File: src/rtl/op_queue_pkg.sv
// Shared types for the op-queue arbiter: opcodes, FSM states, opcode helper.
// Default macros TOP_DEPTH / TOP_CHANWIDTH are supplied here when the build does not set them.
`ifndef TOP_DEPTH
`define TOP_DEPTH 8
`endif
`ifndef TOP_CHANWIDTH
`define TOP_CHANWIDTH 32
`endif

package op_queue_pkg;

  typedef enum logic [1:0] {
    OP_ENQ_BACK  = 2'd0,
    OP_ENQ_FRONT = 2'd1,
    OP_DEQ_FRONT = 2'd2,
    OP_DEQ_BACK  = 2'd3
  } op_e;

  typedef enum logic [1:0] {
    ST_IDLE  = 2'd0,
    ST_ISSUE = 2'd1,
    ST_RESP  = 2'd2
  } state_e;

  // Enqueue opcodes have the upper bit clear.
  function automatic logic op_is_enq(input op_e op);
    return ~op[1];
  endfunction

endpackage

File: src/rtl/op_queue_rr_arb.sv
// Combinational round-robin grant: first request at or after ptr wins.
module op_queue_rr_arb #(
  parameter int unsigned p_nreqs = 4,
  localparam int unsigned IdxW = $clog2(p_nreqs)
) (
  input  logic [p_nreqs-1:0] req,
  input  logic [IdxW-1:0]    ptr,
  output logic [p_nreqs-1:0] gnt,
  output logic [IdxW-1:0]    idx,
  output logic               any
);

  // Scan from ptr upward; power-of-two width makes the index wrap for free.
  always_comb begin
    logic [IdxW-1:0] cand;
    gnt  = '0;
    idx  = '0;
    any  = 1'b0;
    cand = '0;
    for (int unsigned i = 0; i < p_nreqs; i++) begin
      cand = IdxW'(ptr + IdxW'(i));
      if (!any && req[cand]) begin
        any = 1'b1;
        idx = cand;
      end
    end
    if (any) gnt[idx] = 1'b1;
  end

endmodule

File: src/rtl/op_queue_arbiter.sv
// Round-robin arbiter sharing one op-centric queue between p_nreqs clients.
// Optional occupancy tracking / refusal is enabled by defining OPQ_ARB_OCC_EN.
`ifndef TOP_DEPTH
`define TOP_DEPTH 8
`endif
`ifndef TOP_CHANWIDTH
`define TOP_CHANWIDTH 32
`endif

module op_queue_arbiter
  import op_queue_pkg::*;
#(
  parameter int unsigned p_nreqs    = 4,
  parameter int unsigned p_depth    = `TOP_DEPTH,
  parameter int unsigned p_bitwidth = `TOP_CHANWIDTH,
  localparam int unsigned IdW = $clog2(p_nreqs)
) (
  input  logic                                clk,
  input  logic                                rst,
  input  logic [p_nreqs-1:0]                  cli_val,
  output logic [p_nreqs-1:0]                  cli_rdy,
  input  logic [p_nreqs-1:0][1:0]             cli_op,
  input  logic [p_nreqs-1:0][p_bitwidth-1:0]  cli_data,
  output logic                                rsp_val,
  output logic [IdW-1:0]                      rsp_id,
  output logic [p_bitwidth-1:0]               rsp_data,
  output logic                                rsp_err,
  output logic                                enq_back_req,
  output logic                                enq_front_req,
  output logic                                deq_front_req,
  output logic                                deq_back_req,
  input  logic                                enq_back_cpl,
  input  logic                                enq_front_cpl,
  input  logic                                deq_front_cpl,
  input  logic                                deq_back_cpl,
  output logic [p_bitwidth-1:0]               enq_back_data,
  output logic [p_bitwidth-1:0]               enq_front_data,
  input  logic [p_bitwidth-1:0]               deq_front_data,
  input  logic [p_bitwidth-1:0]               deq_back_data
);

  state_e                state_q, state_d;
  logic [IdW-1:0]        rr_ptr_q, rr_ptr_d;
  op_e                   op_q, op_d;
  logic [IdW-1:0]        id_q, id_d;
  logic [3:0]            req_q, req_d;
  logic [p_bitwidth-1:0] wdata_q, wdata_d;
  logic                  rsp_val_q, rsp_val_d;
  logic [IdW-1:0]        rsp_id_q, rsp_id_d;
  logic [p_bitwidth-1:0] rsp_data_q, rsp_data_d;
  logic                  rsp_err_q, rsp_err_d;

  logic [p_nreqs-1:0]    gnt;
  logic [IdW-1:0]        win_idx;
  logic                  win_any;
  op_e                   win_op;
  logic                  accept_c;
  logic                  refuse_c;
  logic                  cpl_hit_c;
  logic [3:0]            cpl_vec;
  logic [p_bitwidth-1:0] deq_data_c;

  op_queue_rr_arb #(.p_nreqs(p_nreqs)) u_rr_arb (
    .req (cli_val),
    .ptr (rr_ptr_q),
    .gnt (gnt),
    .idx (win_idx),
    .any (win_any)
  );

  assign win_op     = op_e'(cli_op[win_idx]);
  assign accept_c   = (state_q == ST_IDLE) && win_any;
  assign cli_rdy    = (state_q == ST_IDLE) ? gnt : '0;
  assign cpl_vec    = {deq_back_cpl, deq_front_cpl, enq_front_cpl, enq_back_cpl};
  assign cpl_hit_c  = (state_q == ST_ISSUE) && cpl_vec[op_q];
  assign deq_data_c = (op_q == OP_DEQ_BACK) ? deq_back_data : deq_front_data;

`ifdef OPQ_ARB_OCC_EN
  localparam int unsigned OccW = $clog2(p_depth + 1);
  logic [OccW-1:0] occ_q, occ_d;

  // Track queue fill level from completions only.
  always_comb begin
    occ_d = occ_q;
    if (cpl_hit_c) occ_d = op_is_enq(op_q) ? OccW'(occ_q + OccW'(1)) : OccW'(occ_q - OccW'(1));
  end

  // Occupancy register.
  always_ff @(posedge clk) begin
    if (rst) occ_q <= '0;
    else     occ_q <= occ_d;
  end

  assign refuse_c = op_is_enq(win_op) ? (occ_q == OccW'(p_depth)) : (occ_q == '0);
`else
  logic unused_depth;
  assign unused_depth = ^32'(p_depth);
  assign refuse_c     = 1'b0;
`endif

  // Next-state and datapath: accept, issue one req, wait for its cpl, respond.
  always_comb begin
    state_d    = state_q;
    rr_ptr_d   = rr_ptr_q;
    op_d       = op_q;
    id_d       = id_q;
    req_d      = req_q;
    wdata_d    = wdata_q;
    rsp_val_d  = 1'b0;
    rsp_id_d   = rsp_id_q;
    rsp_data_d = rsp_data_q;
    rsp_err_d  = rsp_err_q;
    unique case (state_q)
      ST_IDLE: begin
        if (accept_c) begin
          rr_ptr_d = IdW'(win_idx + IdW'(1));
          op_d     = win_op;
          id_d     = win_idx;
          if (refuse_c) begin
            state_d    = ST_RESP;
            rsp_val_d  = 1'b1;
            rsp_id_d   = win_idx;
            rsp_data_d = '0;
            rsp_err_d  = 1'b1;
          end else begin
            state_d        = ST_ISSUE;
            req_d          = '0;
            req_d[win_op]  = 1'b1;
            wdata_d        = op_is_enq(win_op) ? cli_data[win_idx] : '0;
          end
        end
      end
      ST_ISSUE: begin
        if (cpl_hit_c) begin
          state_d    = ST_RESP;
          req_d      = '0;
          wdata_d    = '0;
          rsp_val_d  = 1'b1;
          rsp_id_d   = id_q;
          rsp_err_d  = 1'b0;
          rsp_data_d = op_is_enq(op_q) ? '0 : deq_data_c;
        end
      end
      ST_RESP: state_d = ST_IDLE;
      default: state_d = ST_IDLE;
    endcase
  end

  // State and output registers with synchronous reset.
  always_ff @(posedge clk) begin
    if (rst) begin
      state_q    <= ST_IDLE;
      rr_ptr_q   <= '0;
      op_q       <= OP_ENQ_BACK;
      id_q       <= '0;
      req_q      <= '0;
      wdata_q    <= '0;
      rsp_val_q  <= 1'b0;
      rsp_id_q   <= '0;
      rsp_data_q <= '0;
      rsp_err_q  <= 1'b0;
    end else begin
      state_q    <= state_d;
      rr_ptr_q   <= rr_ptr_d;
      op_q       <= op_d;
      id_q       <= id_d;
      req_q      <= req_d;
      wdata_q    <= wdata_d;
      rsp_val_q  <= rsp_val_d;
      rsp_id_q   <= rsp_id_d;
      rsp_data_q <= rsp_data_d;
      rsp_err_q  <= rsp_err_d;
    end
  end

  assign enq_back_req   = req_q[OP_ENQ_BACK];
  assign enq_front_req  = req_q[OP_ENQ_FRONT];
  assign deq_front_req  = req_q[OP_DEQ_FRONT];
  assign deq_back_req   = req_q[OP_DEQ_BACK];
  assign enq_back_data  = wdata_q;
  assign enq_front_data = wdata_q;
  assign rsp_val        = rsp_val_q;
  assign rsp_id         = rsp_id_q;
  assign rsp_data       = rsp_data_q;
  assign rsp_err        = rsp_err_q;

endmodule

File: config.mk
export PLATFORM = sky130hd
export DESIGN_NAME = op_queue_arbiter
export DESIGN_NICKNAME = d
export VERILOG_FILES = /design/src/rtl/op_queue_pkg.sv /design/src/rtl/op_queue_rr_arb.sv /design/src/rtl/op_queue_arbiter.sv
export SDC_FILE = /design/constraint.sdc
export NUM_CORES = 1
export LEC_CHECK = 0
export ABC_CLOCK_PERIOD_IN_PS = 1900
export CORE_AREA = 2 2 123 125
export CTS_CLUSTER_SIZE = 25
export DETAILED_ROUTE_END_ITERATION = 8
export DIE_AREA = 0 0 125 127
export PLACE_DENSITY_LB_ADDON = 0.3
export SLEW_MARGIN = 0
export SYNTH_ARGS = -nofsm -noshare
export SYNTH_HDL_FRONTEND = slang
export SYNTH_SLANG_ARGS = --single-unit
File: constraint.sdc
create_clock -name clk -period 1.9 [get_ports clk]
set_input_delay 0.19 -clock clk [delete_from_list [all_inputs] [get_ports clk]]
set_output_delay 0.19 -clock clk [all_outputs]
set_load 0.02 [all_outputs]
Word level (Yosys, flattened, before mapping)
Index checks and enable logic that the tools add are counted.
{ "totals": {"ff_bits": 79, "input_bits": 210, "word_cells": 85} }
{ "op_classes": {"order_cmp": 9, "n_eq_ne": 4, "n_bitwise": 1, "add_sub_neg": 4, "n_reduce_logical": 17, "n_mux": 41} }
{ "ops": {"columns": ["operator", "count"], "rows": [
  ["two-way mux 32 bit", 6],
  ["binary-select mux 32 bit (select 2 bit)", 1],
  ["one-hot mux 32 bit (2 select lines)", 1],
  ["< comparator 2 x 3 -> 1 bit, second input constant", 7],
  ["two-way mux 4 bit", 4],
  ["two-way mux 2 bit", 7],
  ["two-way mux 1 bit", 12],
  ["binary-select mux 1 bit (select 2 bit)", 5],
  ["one-hot mux 4 bit (2 select lines)", 1],
  ["logical AND 1 bit", 7],
  ["AND reduction 2 bit", 3],
  ["adder 2 x 1 -> 2 bit, second input constant", 2],
  ["adder 2 bit, second input constant", 2],
  ["binary-select mux 2 bit (select 2 bit)", 1],
  ["demux 1 bit (select 2 bit)", 2],
  [">= comparator 2 x 1 -> 1 bit, second input constant", 2],
  ["inequality test 2 bit, second input constant", 2],
  ["one-hot mux 2 bit (2 select lines)", 1],
  ["zero test 1 bit", 3],
  ["AND reduction 3 bit", 1],
  ["== test 2 x 1 -> 1 bit, second input constant", 1],
  ["== test 2 bit, second input constant", 1],
  ["zero test 2 bit", 1],
  ["nonzero test 2 bit", 1],
  ["other kinds (2)", 2]
]} }

Depth between registers and ports, before layout
{ "logic_depth": {"ltp_word": 20, "ltp_mapped": 10} }

By module
From an unflattened synthesis, not the netlist that was laid out.
{ "hier_totals": {"hier_cells": 481, "area_unflattened_um2": 4511.8} }
{ "modules_own_cells": {"columns": ["module", "area_each_um2", "cells_each", "n_inst"], "rows": [
  ["op_queue_arbiter", 4329.2, 449, 1],
  ["op_queue_rr_arb", 182.7, 32, 1]
]} }

Worst setup path before layout
Ideal clock, no wire load.
{ "synth_timing": {"kind": "register to output", "from": "register rr_ptr_q[1]", "to": "output cli_rdy[3]", "path_stages_with_launch": 10, "path_slack_ps": -204, "t_required_ps": 1710, "path_buffers": 3, "arrival_time_ps": 1914, "cell_sequence": "dfxtp_1 > mux2i_1 > nor2_1 > or3_1 > buf_2 > inv_1 > buf_4 > buf_2 > ha_1 > and3_1"} }
{ "synth_via": {"elab_chain_len": 18, "word_cells_on_any_way": 32} }
{ "synth_rtl": {"columns": ["element", "line", "text"], "rows": [
  ["start: declaration", "op_queue_arbiter.sv:43", "logic [IdW-1:0] rr_ptr_q, rr_ptr_d;"],
  ["start signal: assignment", "op_queue_arbiter.sv:164", "rr_ptr_q <= rr_ptr_d;"],
  ["parallel branches: the longest is 11 deep, another holds adder 2 x 1 -> 2 bit", null, null],
  ["two-way mux 2 bit *", "op_queue_rr_arb.sv:22", "if (!any && req[cand]) begin"],
  ["named net u_rr_arb.idx[0]", "op_queue_rr_arb.sv:9", "output logic [IdxW-1:0] idx,"],
  ["< comparator 2 x 3 -> 1 bit (not written as such) / >= comparator 2 x 1 -> 1 bit (equally long branches)", "op_queue_rr_arb.sv:27", "if (any) gnt[idx] = 1'b1;"],
  ["logical AND 1 bit (not written as such)", "op_queue_rr_arb.sv:27", null],
  ["two-way mux 1 bit (not written as such)", "op_queue_rr_arb.sv:27", null],
  ["demux 1 bit (select 2 bit) *", null, null],
  ["two-way mux 4 bit *", "op_queue_rr_arb.sv:27", null],
  ["two-way mux 4 bit *", "op_queue_arbiter.sv:73", "assign cli_rdy = (state_q == ST_IDLE) ? gnt : '0;"],
  ["end: declaration", "op_queue_arbiter.sv:21", "output logic [p_nreqs-1:0] cli_rdy,"]
]} }
Mark *: on every way through the listed nets, which the timed path passes. The select of a mux whose other input is x is not followed.

Final worst setup path
{ "layout_timing": {"from": "register rr_ptr_q[1]", "to": "output cli_rdy[2]"} }
{ "layout_via": {"elab_chain_len": 18, "word_cells_on_any_way": 32} }
{ "layout_rtl": {"columns": ["element", "line"], "rows": [
  ["parallel branches: the longest is 16 deep, another holds < comparator 2 x 3 -> 1 bit", null],
  ["two-way mux 4 bit *", "op_queue_rr_arb.sv:27"],
  ["two-way mux 4 bit *", "op_queue_arbiter.sv:73"]
]} }
Every way passes the cells marked *. The select of a mux whose other input is x is not followed.

==> qor.csv <==
metric,value,unit
first_pass_iters,4,
clock.fmax,470,MHz
cp_top_family,simple AND/OR/NAND/NOR gates,
place_inst,982,
design_area,8570,µm²
portBuffers,316,
totalWireLength,18000,µm
n_fill_cell,1243,
drive_gt1_frac,0.157,
cp_slowest_cell,dfxtp_4,
syn_area_per_cell,8.73,µm²
core_area,14400,µm²
pwr-share-clk,0.229,
switching_power,0.00256,W
synth-seq-area-share,0.347,
yosys.area.top_type,dfxtp_1,
pre_cts_ws,-637,ps
synthToLayoutAreaGrowth,88.0,%
finalHoldViolCount,0,
synth_edf_count,0,
grt_pass1_vias,5191,
crit_chain,mux2i_2 > nor2_1 > or3_4 > buf_6 > ha_4 > and3_4 > buf_6,
slowest_delay,370,ps
r2r_slack,-220,ps
synthTopCellsByCount,"114 x nand2_1, 79 x dfxtp_1, 69 x mux2i_1, 39 x a21oi_1, 37 x buf_4",
final_cells,1016,
powerDensity,873,nW/µm²
dr.first_iter.drc_count,320,
fin_crit_sh,1.12,
die_y,127,µm
vdd_drop_max,0.000355,V
yosysWarnings,0,
syn_inst,522,
relSlewSlack,0.606,
ys_ff_latch,79,
switching_share,0.342,
synth_flop_cell,dfxtp_1,
drc_errors,0,
clk_pin_slew_worst_paths,60,ps
synth.area.top_cells,"dfxtp_1 35%, mux2i_1 15%, nand2_1 9.4%, mux2_2 8.4%, a32o_1 7.0%",
hp-class,reg -> reg,
ant_nets,0,
cp.required,1710,ps
p_seq_frac,0.272,
final_nets,1039,
synthArstFlopShare,0,
cp-end-kind,primary output,
syn-num-nets,736,
fin_ws,-226,ps
clock_sinks,79,
synthDistinctLibCells,36,
vias,5018,
clock_tree.root_cell,clkbuf_16,
yosysMostFrequentCell,nand2_1,
run_status,"finished, violations left",
dieArea,15900,µm²
cts_tree,built,
power,0.00748,W
routedWlPerCell,17.7,µm
worstMarginPinSlew,588,ps
leakage,3.22,nW
rsz0062_at_grt,yes,
violations,negative setup slack,
placed_area,7840,µm²
path_class,reg -> out,
syn_area,4560,µm²
start_util,0.316,
arrival,1940,ps
cp_common_cell,buf_6,
finalClockSkew,8.98,ps
setup_violations,41,
combPwrFrac,0.498,
boundaryPins,318,
crit_path_start_kind,flop,
grt_antenna_before_repair,2,
numCtsBuffers,9,
synth_top_area_frac,0.347,
internal_power,0.00492,W
num_rows,44,
period_needed,2130,ps
critPathMaxFanout,4,
grt_pass1_wl,27300,µm
clock_latency,330,ps
via_per_inst,4.94,
gp_congestion,0.845,
max_cap_violations,0,
dp_hpwl,13200,µm
crit_buf_inv,2,
overflow,0,
grt_usage,0.215,
grt_start_max_net_pins,38,
cts_htree_levels,3,
die_x,125,µm
drv_slew,0,
clock_path_buffers,2,
worst paths after layout:
kind,from,cells after the start,to
worst min register to register,rsp_data[16]$_SDFFE_PP0P_,2,rsp_data[16]$_SDFFE_PP0P_
worst max-delay path,rr_ptr_q[1]$_SDFFE_PP0P_,7,cli_rdy[2]
worst min-delay path,rsp_data[16]$_SDFFE_PP0P_,2,rsp_data[16]$_SDFFE_PP0P_
worst max register to register,rr_ptr_q[1]$_SDFFE_PP0P_,10,enq_back_data[18]$_SDFFE_PP0P_
what timing repair did:
action,4_1_cts,5_1_grt
setup endpoints to repair,42,42
endpoints found under the hold margin,0,0
setup buffers,8,3
gates cloned,4,2
pin swaps,6,13
hold buffers,0,0
gates resized for setup,58,16
logic make-up after synthesis:
| kind of cell | share of synthesized area |
|---|---|
| multiplexers | 0.239 |
| buffers and inverters | 0.105 |
| adder cells (fa/ha/maj) | 0.0110 |
| other | 0.000822 |
| AO/OA/AOI/OAI | 0.134 |
| flip-flops | 0.347 |
| AND/OR/NAND/NOR | 0.163 |
layout make-up:
type                            count  area [µm²]  area share
Sequential cell                    79        1590       0.185
Clock inverter                      3        42.5     0.00496
Clock buffer                       13         250      0.0292
Inverter                            5        28.8     0.00336
Antenna cell                        2        5.00    0.000584
Tap cell                          184         230      0.0269
Multi-Input combinational cell    363        2650       0.309
Timing Repair Buffer              367        3790       0.442
registers in the layout (all words and copies together) (netlist names):
signal	count
enq_back_data	32
id_q	2
op_q	2
req_q	4
rr_ptr_q	2
rsp_data	32
rsp_id	2
rsp_val	1
state_q	2
layout by cell type (no fill, tap or decap), types with 2 or more instances in the layout:
cell / n
clkdlybuf4s50_1: 309
nand2_1: 113
dfxtp_1: 78
mux2i_1: 65
a21oi_1: 39
a32o_1: 32
mux2_2: 32
nand3_1: 32
buf_4: 30
clkbuf_16: 11
buf_6: 11
buf_12: 9
nor2_1: 7
mux2i_2: 4
and3_4: 4
ha_4: 4
inv_1: 3
mux2_4: 3
o21ai_1: 3
clkbuf_1: 3
dlygate4sd2_1: 3
diode_2: 2
nand2b_1: 2
nor2b_1: 2
a22o_1: 2
buf_16: 2
worst reg2reg max path, delay by kind of cell, from the launching register on:
family | cells | cell delay (ps)
AOI/OAI and AO/OA | 2 | 290
buffers and inverters | 4 | 610
DFF | 1 | 370
muxes | 1 | 240
and+or+nand+nor | 3 | 500
power groups by stage:
stage | clock, W | sequential (W) | combinational (W)
4_1_cts | 0.00177 | 0.00204 | 0.00363
5_1_grt | 0.00185 | 0.00206 | 0.00395
3_3_place_gp | 0 | 0.00206 | 0.00325
2_1_floorplan | 0 | 0.00223 | 0.00175
3_5_place_dp | 0 | 0.00207 | 0.00332
6_report | 0.00172 | 0.00204 | 0.00373
stage by stage:
| step | TNS (ps) | hold WS, ps | util |
|---|---|---|---|
| 2_1_floorplan | 0 | 432 | - |
| 3_3_place_gp | -21020 | 438 | 0.544 |
| 3_5_place_dp | -24110 | 444 | 0.544 |
| 4_1_cts | -8390 | 450 | 0.585 |
| 5_1_grt | -9300 | 471 | 0.594 |
| 6_report | -7040 | 448 | 0.594 |
metal layers:
| layer | wire [µm] | GRT usage | up-vias | share of wire |
|---|---|---|---|---|
| met1 | 6930 | 0.238 | 2361 | 0.38 |
| met2 | 9500 | 0.397 | 211 | 0.53 |
| met3 | 1300 | 0.0574 | 19 | 0.072 |
| met5 | 0 | 0 | - | 0 |
| li1 | - | - | 2427 | - |
| met4 | 300 | 0.0778 | 0 | 0.017 |
(Power assumes the default switching activity.)
